$ cat src/rtl/adder_err_monitor.sv
// Error-measurement stage for 16-bit approximate adders.
// Accumulates sample count, error count, maximum and summed error distance
// over a window of accepted samples; results are stable from the `done` pulse
// until the next accepted start.
//
// state   | meaning
// --------+------------------------------------------------------------
// S_IDLE  | waiting for start; results from the last window held
// S_RUN   | accepting samples until win_len have been taken
// S_DRAIN | one cycle for the last sample to reach the accumulators
// S_DONE  | done pulse; results final
module adder_err_monitor #(
  parameter int W     = 16,
  parameter int CNT_W = 24,
  parameter int SUM_W = 40
) (
  input  logic             clk,
  input  logic             rst_n,
  input  logic             start,
  input  logic [CNT_W-1:0] win_len,
  input  logic             in_valid,
  input  logic [W-1:0]     in1,
  input  logic [W-1:0]     in2,
  input  logic [W:0]       approx,
  output logic             busy,
  output logic             done,
  output logic [CNT_W-1:0] sample_cnt,
  output logic [CNT_W-1:0] err_cnt,
  output logic [W:0]       max_ed,
  output logic [SUM_W-1:0] sum_ed
);

  // Sum is formed one bit wider than the larger operand so saturation can be
  // detected even when the accumulator is narrower than an error distance.
  localparam int                 ACC_W   = ((SUM_W > W + 1) ? SUM_W : (W + 1)) + 1;
  localparam logic [SUM_W-1:0]   SUM_ALL = '1;
  localparam logic [CNT_W-1:0]   CNT_ONE = CNT_W'(1);

  typedef enum logic [1:0] {S_IDLE, S_RUN, S_DRAIN, S_DONE} state_t;

  state_t           state_q, state_d;
  logic [CNT_W-1:0] win_len_q, win_len_d;
  logic [CNT_W-1:0] acc_cnt_q, acc_cnt_d;
  logic             s1_valid_q, s1_valid_d;
  logic [W:0]       exact_q, exact_d;
  logic [W:0]       approx_q, approx_d;
  logic [CNT_W-1:0] sample_cnt_q, sample_cnt_d;
  logic [CNT_W-1:0] err_cnt_q, err_cnt_d;
  logic [W:0]       max_ed_q, max_ed_d;
  logic [SUM_W-1:0] sum_ed_q, sum_ed_d;

  logic             accept;
  logic             clear;
  logic [W:0]       ed;
  logic [ACC_W-1:0] sum_ext;

  // State, window bookkeeping, pipeline and accumulator registers.
  always_ff @(posedge clk or negedge rst_n) begin
    if (!rst_n) begin
      state_q      <= S_IDLE;
      win_len_q    <= '0;
      acc_cnt_q    <= '0;
      s1_valid_q   <= 1'b0;
      exact_q      <= '0;
      approx_q     <= '0;
      sample_cnt_q <= '0;
      err_cnt_q    <= '0;
      max_ed_q     <= '0;
      sum_ed_q     <= '0;
    end else begin
      state_q      <= state_d;
      win_len_q    <= win_len_d;
      acc_cnt_q    <= acc_cnt_d;
      s1_valid_q   <= s1_valid_d;
      exact_q      <= exact_d;
      approx_q     <= approx_d;
      sample_cnt_q <= sample_cnt_d;
      err_cnt_q    <= err_cnt_d;
      max_ed_q     <= max_ed_d;
      sum_ed_q     <= sum_ed_d;
    end
  end

  // Window framing: start handling, sample acceptance and state sequencing.
  always_comb begin
    state_d   = state_q;
    win_len_d = win_len_q;
    acc_cnt_d = acc_cnt_q;
    accept    = 1'b0;
    clear     = 1'b0;
    case (state_q)
      S_IDLE: begin
        if (start) begin
          win_len_d = win_len;
          acc_cnt_d = '0;
          clear     = 1'b1;
          state_d   = (win_len == '0) ? S_DONE : S_RUN;
        end
      end
      S_RUN: begin
        if (in_valid && (acc_cnt_q < win_len_q)) begin
          accept    = 1'b1;
          acc_cnt_d = acc_cnt_q + CNT_ONE;
          if ((acc_cnt_q + CNT_ONE) == win_len_q) state_d = S_DRAIN;
        end
      end
      S_DRAIN: state_d = S_DONE;
      S_DONE:  state_d = S_IDLE;
      default: state_d = S_IDLE;
    endcase
  end

  // Stage 1: capture exact and approximate sums of an accepted sample.
  always_comb begin
    s1_valid_d = accept;
    exact_d    = exact_q;
    approx_d   = approx_q;
    if (accept) begin
      exact_d  = {1'b0, in1} + {1'b0, in2};
      approx_d = approx;
    end
  end

  // Stage 2: error distance and statistics update (saturating sum).
  always_comb begin
    sample_cnt_d = sample_cnt_q;
    err_cnt_d    = err_cnt_q;
    max_ed_d     = max_ed_q;
    sum_ed_d     = sum_ed_q;
    ed           = (exact_q >= approx_q) ? (exact_q - approx_q) : (approx_q - exact_q);
    sum_ext      = ACC_W'(sum_ed_q) + ACC_W'(ed);
    if (clear) begin
      sample_cnt_d = '0;
      err_cnt_d    = '0;
      max_ed_d     = '0;
      sum_ed_d     = '0;
    end else if (s1_valid_q) begin
      sample_cnt_d = sample_cnt_q + CNT_ONE;
      err_cnt_d    = err_cnt_q + CNT_W'(ed != '0);
      if (ed > max_ed_q) max_ed_d = ed;
      sum_ed_d     = (sum_ext > ACC_W'(SUM_ALL)) ? SUM_ALL : sum_ext[SUM_W-1:0];
    end
  end

  assign busy       = (state_q == S_RUN) || (state_q == S_DRAIN);
  assign done       = (state_q == S_DONE);
  assign sample_cnt = sample_cnt_q;
  assign err_cnt    = err_cnt_q;
  assign max_ed     = max_ed_q;
  assign sum_ed     = sum_ed_q;

endmodule

$ cat config.mk
export PLATFORM = sky130hd
export DESIGN_NAME = adder_err_monitor
export DESIGN_NICKNAME = d
export VERILOG_FILES = /design/src/rtl/adder_err_monitor.sv
export SDC_FILE = /design/constraint.sdc
export NUM_CORES = 1
export LEC_CHECK = 0
export BUFFER_PORTS_ARGS = -buffer_cell sky130_fd_sc_hd__buf_2
export CAP_MARGIN = 25
export CORE_MARGIN = 10
export CORE_UTILIZATION = 45
export DETAILED_ROUTE_END_ITERATION = 16
export PLACE_DENSITY_LB_ADDON = 0.08
export SYNTH_ARGS = -nofsm -noshare
export SYNTH_HDL_FRONTEND = slang
export SYNTH_SLANG_ARGS = --single-unit
$ cat constraint.sdc
create_clock -name clk -period 5.7 [get_ports clk]
set_clock_uncertainty 0.05 [all_clocks]
set_input_delay 0.855 -clock clk [delete_from_list [all_inputs] [get_ports clk]]
set_output_delay 0.855 -clock clk [all_outputs]
set_load 0.02 [all_outputs]
==> results of run 1 <==
[area by class of cell]
type | count | area [sq um] | share of cell area (%)
Tap cell | 384 | 480 | 3.19
Antenna cell | 1 | 2.50 | 0.0166
Inverter | 104 | 390 | 2.59
Clock inverter | 14 | 166 | 1.11
Timing Repair Buffer | 204 | 1080 | 7.19
Multi-Input combinational cell | 1178 | 7740 | 51.4
Clock buffer | 18 | 439 | 2.92
Sequential cell | 190 | 4760 | 31.6
[stage by stage]
step / area, sq um / util [%]
floorplan: 13100 / -
global placement: 14400 / 50.1
detailed placement: 14400 / 50.1
CTS: 15000 / 52.2
global route: 15100 / 52.3
finish: 15100 / 52.3
[how the worst max path moves through the flow]
stage	start	endpoint	slack, ns	depth (start not counted)
finish	exact_q[4]$_DFFE_PN0P_	sum_ed[31]$_DFFE_PN0P_	0.42	19
CTS	exact_q[4]$_DFFE_PN0P_	sum_ed[30]$_DFFE_PN0P_	0.21	20
global placement	exact_q[4]$_DFFE_PN0P_	sum_ed[24]$_DFFE_PN0P_	0.44	19
detailed placement	exact_q[4]$_DFFE_PN0P_	sum_ed[30]$_DFFE_PN0P_	0.27	20
floorplan	exact_q[6]$_DFFE_PN0P_	sum_ed[31]$_DFFE_PN0P_	0.94	21
global route	exact_q[2]$_DFFE_PN0P_	sum_ed[30]$_DFFE_PN0P_	0.02	20
[power groups by stage]
stage	registers (W)	logic [W]	clock network, W
after floorplan	0.00224	0.00243	0
after global placement	0.00203	0.00370	0
after detailed placement	0.00204	0.00374	0
after CTS	0.00201	0.00377	0.00129
after global routing	0.00207	0.00421	0.00134
final	0.00201	0.00377	0.00127
[metal layers]
metal | share of wire [%] | global-route usage (%) | vias up
met5 | 0 | 0 | -
met4 | 1.9 | 6.33 | 0
met3 | 4.5 | 3.13 | 40
met2 | 48 | 33.6 | 260
met1 | 45 | 26.3 | 5619
li1 | - | - | 5723
[Yosys cell counts (3+ instances only)]
master    instances  share of area [%]
dfrtp_1         190                 36
nand2_1         148                4.2
nor2_1          146                4.2
o21ai_0         140                5.3
ha_1            118                 11
inv_1           103                2.9
a21oi_1          97                3.7
nand3_1          58                2.2
xor2_1           58                3.9
xnor2_1          55                3.7
clkbuf_1         48                1.4
a21o_1           30                1.7
and3_1           30                1.4
nor3_1           28                1.1
a31oi_1          26                1.2
nand4_1          25                1.2
or3_1            19               0.90
a211oi_1         18                1.0
nor2b_1          18               0.86
mux2i_1          13               0.99
nor4_1           13               0.62
nand2b_1         10               0.48
o31ai_1           9               0.51
a22oi_1           8               0.46
and2_1            8               0.38
o21a_1            7               0.40
buf_6             6               0.51
o211ai_1          6               0.34
a311oi_1          5               0.33
buf_1             5               0.14
o21bai_1          5               0.29
a31o_2            4               0.27
fa_1              4               0.61
nor4b_1           4               0.27
or4_1             4               0.23
a221oi_1          3               0.20
a41oi_1           3               0.20
and4_1            3               0.20
o311ai_0          3               0.20
o31a_1            3               0.20
or2_2             3               0.14
[sequential cells by signal, indices dropped and copies added, names as in the netlist, 2 cells and up]
| name | count |
|---|---|
| sample_cnt | 24 |
| sum_ed | 40 |
| approx_q | 17 |
| win_len_q | 24 |
| err_cnt | 24 |
| exact_q | 17 |
| max_ed | 17 |
| state_q | 2 |
| acc_cnt_q | 24 |
[worst register-to-register path: cells and delay by family, from the launching register on]
kind | cells | cell delay [ns]
adders and majority gates | 2 | 0.78
and+or+nand+nor | 6 | 1.28
muxes | 1 | 0.38
AOI/OAI and AO/OA | 9 | 2.18
buffers and inverters | 1 | 0.07
DFF | 1 | 0.38
[repair_timing]
item,in CTS,in global routing
endpoints found under the setup margin,0,41
gates resized for setup,0,6
hold endpoints to repair,0,0
[logic make-up after synthesis]
group	after synthesis	synth area share [%]
adder cells (fa/ha/maj)	122	11.8
multiplexers	16	1.28
XOR/XNOR	113	7.53
AO/OA/AOI/OAI	396	18.7
buffers and inverters	165	5.11
flip-flops	190	36.2
AND/OR/NAND/NOR	531	19.4
==> metrics.yaml, run 1 <==
ys_seq_area_share_pct: 36.2
finalHoldViolations: 0
ys_warn_count: 0
mostFrequentLayoutCells: "189 x dfrtp_1, 182 x buf_2, 148 x nand2_1"
crit_type: "flip-flop to flip-flop"
synth_flop_cell: "dfrtp_1"
grt_use_total_pct: 20.2
max_freq_mhz: 190
synth_nets: 1732
num-fill-cells: 2785
sw_frac_of_total_pct: 45.6
holdPathEnd: "win_len_q[0]$_DFFE_PN0P_"
grt_pass1_vias: 11500
clkPwrFrac_pct: 18.0
comb_power_share_pct: 53.4
cts_tree: "yes"
grt_overflow_total: 0
cp_num_buf_inv: 1
cts_max_level: 4
ys_ff_latch: 190
r2r_start: "exact_q[4]$_DFFE_PN0P_"
routed_wl_mm: 36.9
synth-edff-count: 0
core_region_area_sq_mm: 0.0288
path_clk_slew_ns: 0.09
crit_arrival_ns: 5.54
worstHoldPathType: "flip-flop to flip-flop"
cap_violations: 0
pre_cts_slack_ns: 0.270
final_common_cell: "dfrtp_1"
rows: 62
setup_viol: 0
p_int_w: 0.00383
wire_per_inst_microns: 17.6
dr_total_vias: 11600
clk_latency_ns: 0.46
numCtsBuffers: 17
crit_chain: "inv_1 > ha_2 > a21oi_1 > o21ai_0 > o21ba_2 > o211a_1 > nor2_2 > mux2_4 > fa_1 > a21o_1 > a21oi_1 > o211ai_1 > nor4bb_2 > o31ai_1 > o21ai_2 > nand3_1 > and2_1 > and3_1 > nor3_1"
dp_cells: 2059
layout-drive-gt1-share_pct: 15.9
worst-slew-pin-transition_ns: 0.927
cts.path.max_buffers: 2
start_kind: "flip-flop"
p_per_area_mw_per_mm2: 468
async_flop_share_pct: 100
fin_crit_sh_pct: 92.6
final_max_slew_viol_count: 0
status: "finished clean"
slew_headroom_pct: 38.2
numClockSinks: 190
layout.nets: 1894
ant_nets: 0
cpPeakStageDelay_ns: 0.45
holdPathStages: 2
die_area_sq_mm: 0.0364
die_y_microns: 191
drc_errors: 0
hold_buffers: 0
num_io_pins: 184
final.min_clock_period_ns: 5.28
hold_start: "win_len_q[0]$_DFFE_PN0P_"
grt_antenna_before_repair: 1
syn_to_final_growth_pct: 14.6
start_util_pct: 45.7
p_switching_w: 0.00321
syn-mean-instance-area_sq_um: 8.57
power.total_w: 0.00705
first_iter_violations: 579
cp_common_cell: "a21oi_1"
port_buffers: 183
rsz0062_at_grt: "false"
end_kind: "flip-flop"
cp_max_fo: 12
post-dp-hpwl_mm: 27.8
r2r_end: "sum_ed[31]$_DFFE_PN0P_"
peakVddDrop_uv: 366
critPathRequiredTime_ns: 5.97
rrSetupSlack_ns: 0.42
finalNonFillerCells: 2093
synth_cell_types: 77
first_pass_iters: 6
worst_slack_ns: 0.424
avgViaCountPerCell: 5.56
netlist_instances: 1533
seq_power_share_pct: 28.6
dieWidth_microns: 191
tns_ns: 0
crit_family: "compound AO/OA/AOI/OAI gates"
critical_path.slowest_cell: "o31ai_1"
cts_setup_buffers: 0
grt_first_pass_wirelength_mm: 59.7
grt_max_degree: 111
synth_area_sq_mm: 0.0131
root_buffer: "clkbuf_16"
r2r_cells: 19
leakage_nw: 7.03
hold_ws_ns: 0.442
place.gp.congestion: 0.883
(Power assumes the default switching activity.)
==> inputs of run 2 (changes only) <==
--- a/config.mk
+++ b/config.mk
@@ -7,8 +7,9 @@
 export LEC_CHECK = 0
 export BUFFER_PORTS_ARGS = -buffer_cell sky130_fd_sc_hd__buf_2
 export CAP_MARGIN = 25
-export CORE_MARGIN = 10
+export CORE_MARGIN = 2
 export CORE_UTILIZATION = 45
+export CTS_BUF_LIST = sky130_fd_sc_hd__clkbuf_2
 export DETAILED_ROUTE_END_ITERATION = 16
 export PLACE_DENSITY_LB_ADDON = 0.08
 export SYNTH_ARGS = -nofsm -noshare
==> metrics.yaml, run 2 (synthesis gave the netlist of run 1 again) <==
status: "finished clean"
rsz0062_at_grt: "false"
end_kind: "flip-flop"
slew_headroom_pct: 39.1
first_iter_violations: 631
crit_arrival_ns: 5.89
num-fill-cells: 2855
tns_ns: 0
num_io_pins: 184
grt_overflow_total: 0
finalNonFillerCells: 2091
final.min_clock_period_ns: 5.25
ant_nets: 0
p_per_area_mw_per_mm2: 439
final_area_sq_mm: 0.0147
fin_util_pct: 51.2
syn_to_final_growth_pct: 11.8
start_util_pct: 45.8
port_buffers: 183
worst_slack_ns: 0.453
start_kind: "flip-flop"
cap_violations: 0
die_y_microns: 175
postPlaceCellArea_sq_mm: 0.0144
final_max_slew_viol_count: 0
clk_latency_ns: 0.83
rows: 62
grt_antenna_before_repair: 1
grt_use_total_pct: 23.1
cts_max_level: 4
grt_pass1_vias: 11100
core_region_area_sq_mm: 0.0287
cp_max_fo: 12
numClockSinks: 190
critPathRequiredTime_ns: 6.34
layout-drive-gt1-share_pct: 15.7
post-dp-hpwl_mm: 26.4
largest_register_ffs: 40
routed_wl_mm: 35.0
cts.path.max_buffers: 2
worstHoldPathType: "input port to flip-flop"
root_buffer: "clkbuf_2"
die_area_sq_mm: 0.0306
path_clk_slew_ns: 0.28
cts_tree: "yes"
fin_crit_sh_pct: 92.1
numCtsBuffers: 17
first_pass_iters: 11
rrSetupSlack_ns: 0.45
wire_per_inst_microns: 16.7
cts_setup_buffers: 0
dp_cells: 2058
grt_max_degree: 103
layout.nets: 1893
avgViaCountPerCell: 5.53
dr_total_vias: 11600
place.gp.congestion: 0.899
final_common_cell: "dfrtp_1"
mostFrequentLayoutCells: "189 x dfrtp_1, 182 x buf_2, 148 x nand2_1"
max_freq_mhz: 191
worst-slew-pin-transition_ns: 0.911
crit_type: "flip-flop to flip-flop"
setup_viol: 0
grt_first_pass_wirelength_mm: 57.0
leakage_nw: 6.88
finalHoldViolations: 0
dieWidth_microns: 175
peakVddDrop_uv: 346
pre_cts_slack_ns: 0.275
drc_errors: 0
[run 2: worst max-delay path, stage by stage, from the launching register on]
cell	delay, ns
dfrtp_1	0.43
inv_1	0.07
ha_2	0.34
a21oi_1	0.21
o21ai_0	0.14
o21ba_2	0.28
o211a_1	0.36
nor2_2	0.35
mux2_4	0.38
nor4b_1	0.37
nand4_1	0.16
or4_1	0.48
or4_1	0.44
ha_1	0.28
ha_1	0.30
nand3_1	0.11
nor2_1	0.10
nand3_1	0.11
xor2_1	0.15
nor2_1	0.05
[run 2: final cells by class]
class                   instances  area, sq um  area share (%)
well taps                     384          480            3.27
clock inverters                13          164            1.12
repair buffers                203         1080            7.33
multi-input cells            1178         7730            52.6
inverters                     104          390            2.66
diodes                          1         2.50          0.0170
flip-flops and latches        190         4760            32.4
clock buffers                  18         90.1           0.613
[run 2: where the power goes]
| part | total (W) | switching (W) | internal [W] |
|---|---|---|---|
| logic | 0.00370 | 0.00220 | 0.00150 |
| clock network | 0.000742 | 0.000494 | 0.000248 |
| registers | 0.00201 | 0.000350 | 0.00166 |
[run 2: through the flow]
step | total power, W | hold WS, ns
2_1_floorplan | 0.00467 | 0.402
3_3_place_gp | 0.00568 | 0.421
3_5_place_dp | 0.00571 | 0.427
4_1_cts | 0.00648 | 0.0653
5_1_grt | 0.00703 | 0.0565
6_report | 0.00646 | 0.162
[run 2: layer usage]
metal / global-route usage (%) / wire length [microns] / vias to the layer above
met1: 32.3 / 16500 / 5551
met5: 0 / 0 / -
li1: - / - / 5724
met4: 6.18 / 610 / 0
met3: 3.76 / 1540 / 38
met2: 37.2 / 16300 / 259
[run 2: final timing paths]
path / startpoint / to / cells after the start
setup reg to reg: exact_q[4]$_DFFE_PN0P_ / err_cnt[20]$_DFFE_PN0P_ / 19
setup / recovery: exact_q[4]$_DFFE_PN0P_ / err_cnt[20]$_DFFE_PN0P_ / 19
hold reg to reg: win_len_q[0]$_DFFE_PN0P_ / win_len_q[0]$_DFFE_PN0P_ / 2
min in group asynchronous: rst_n / err_cnt[10]$_DFFE_PN0P_ / 2
hold / removal: approx[13] / approx_q[13]$_DFFE_PN0P_ / 3
max in group asynchronous: rst_n / s1_valid_q$_DFF_PN0_ / 3
[run 2: repair_timing]
item / CTS / global route
hold endpoints to repair: 7 / 0
gates resized for setup: 0 / 5
endpoints found under the setup margin: 0 / 40
hold buffers: 1 / 0
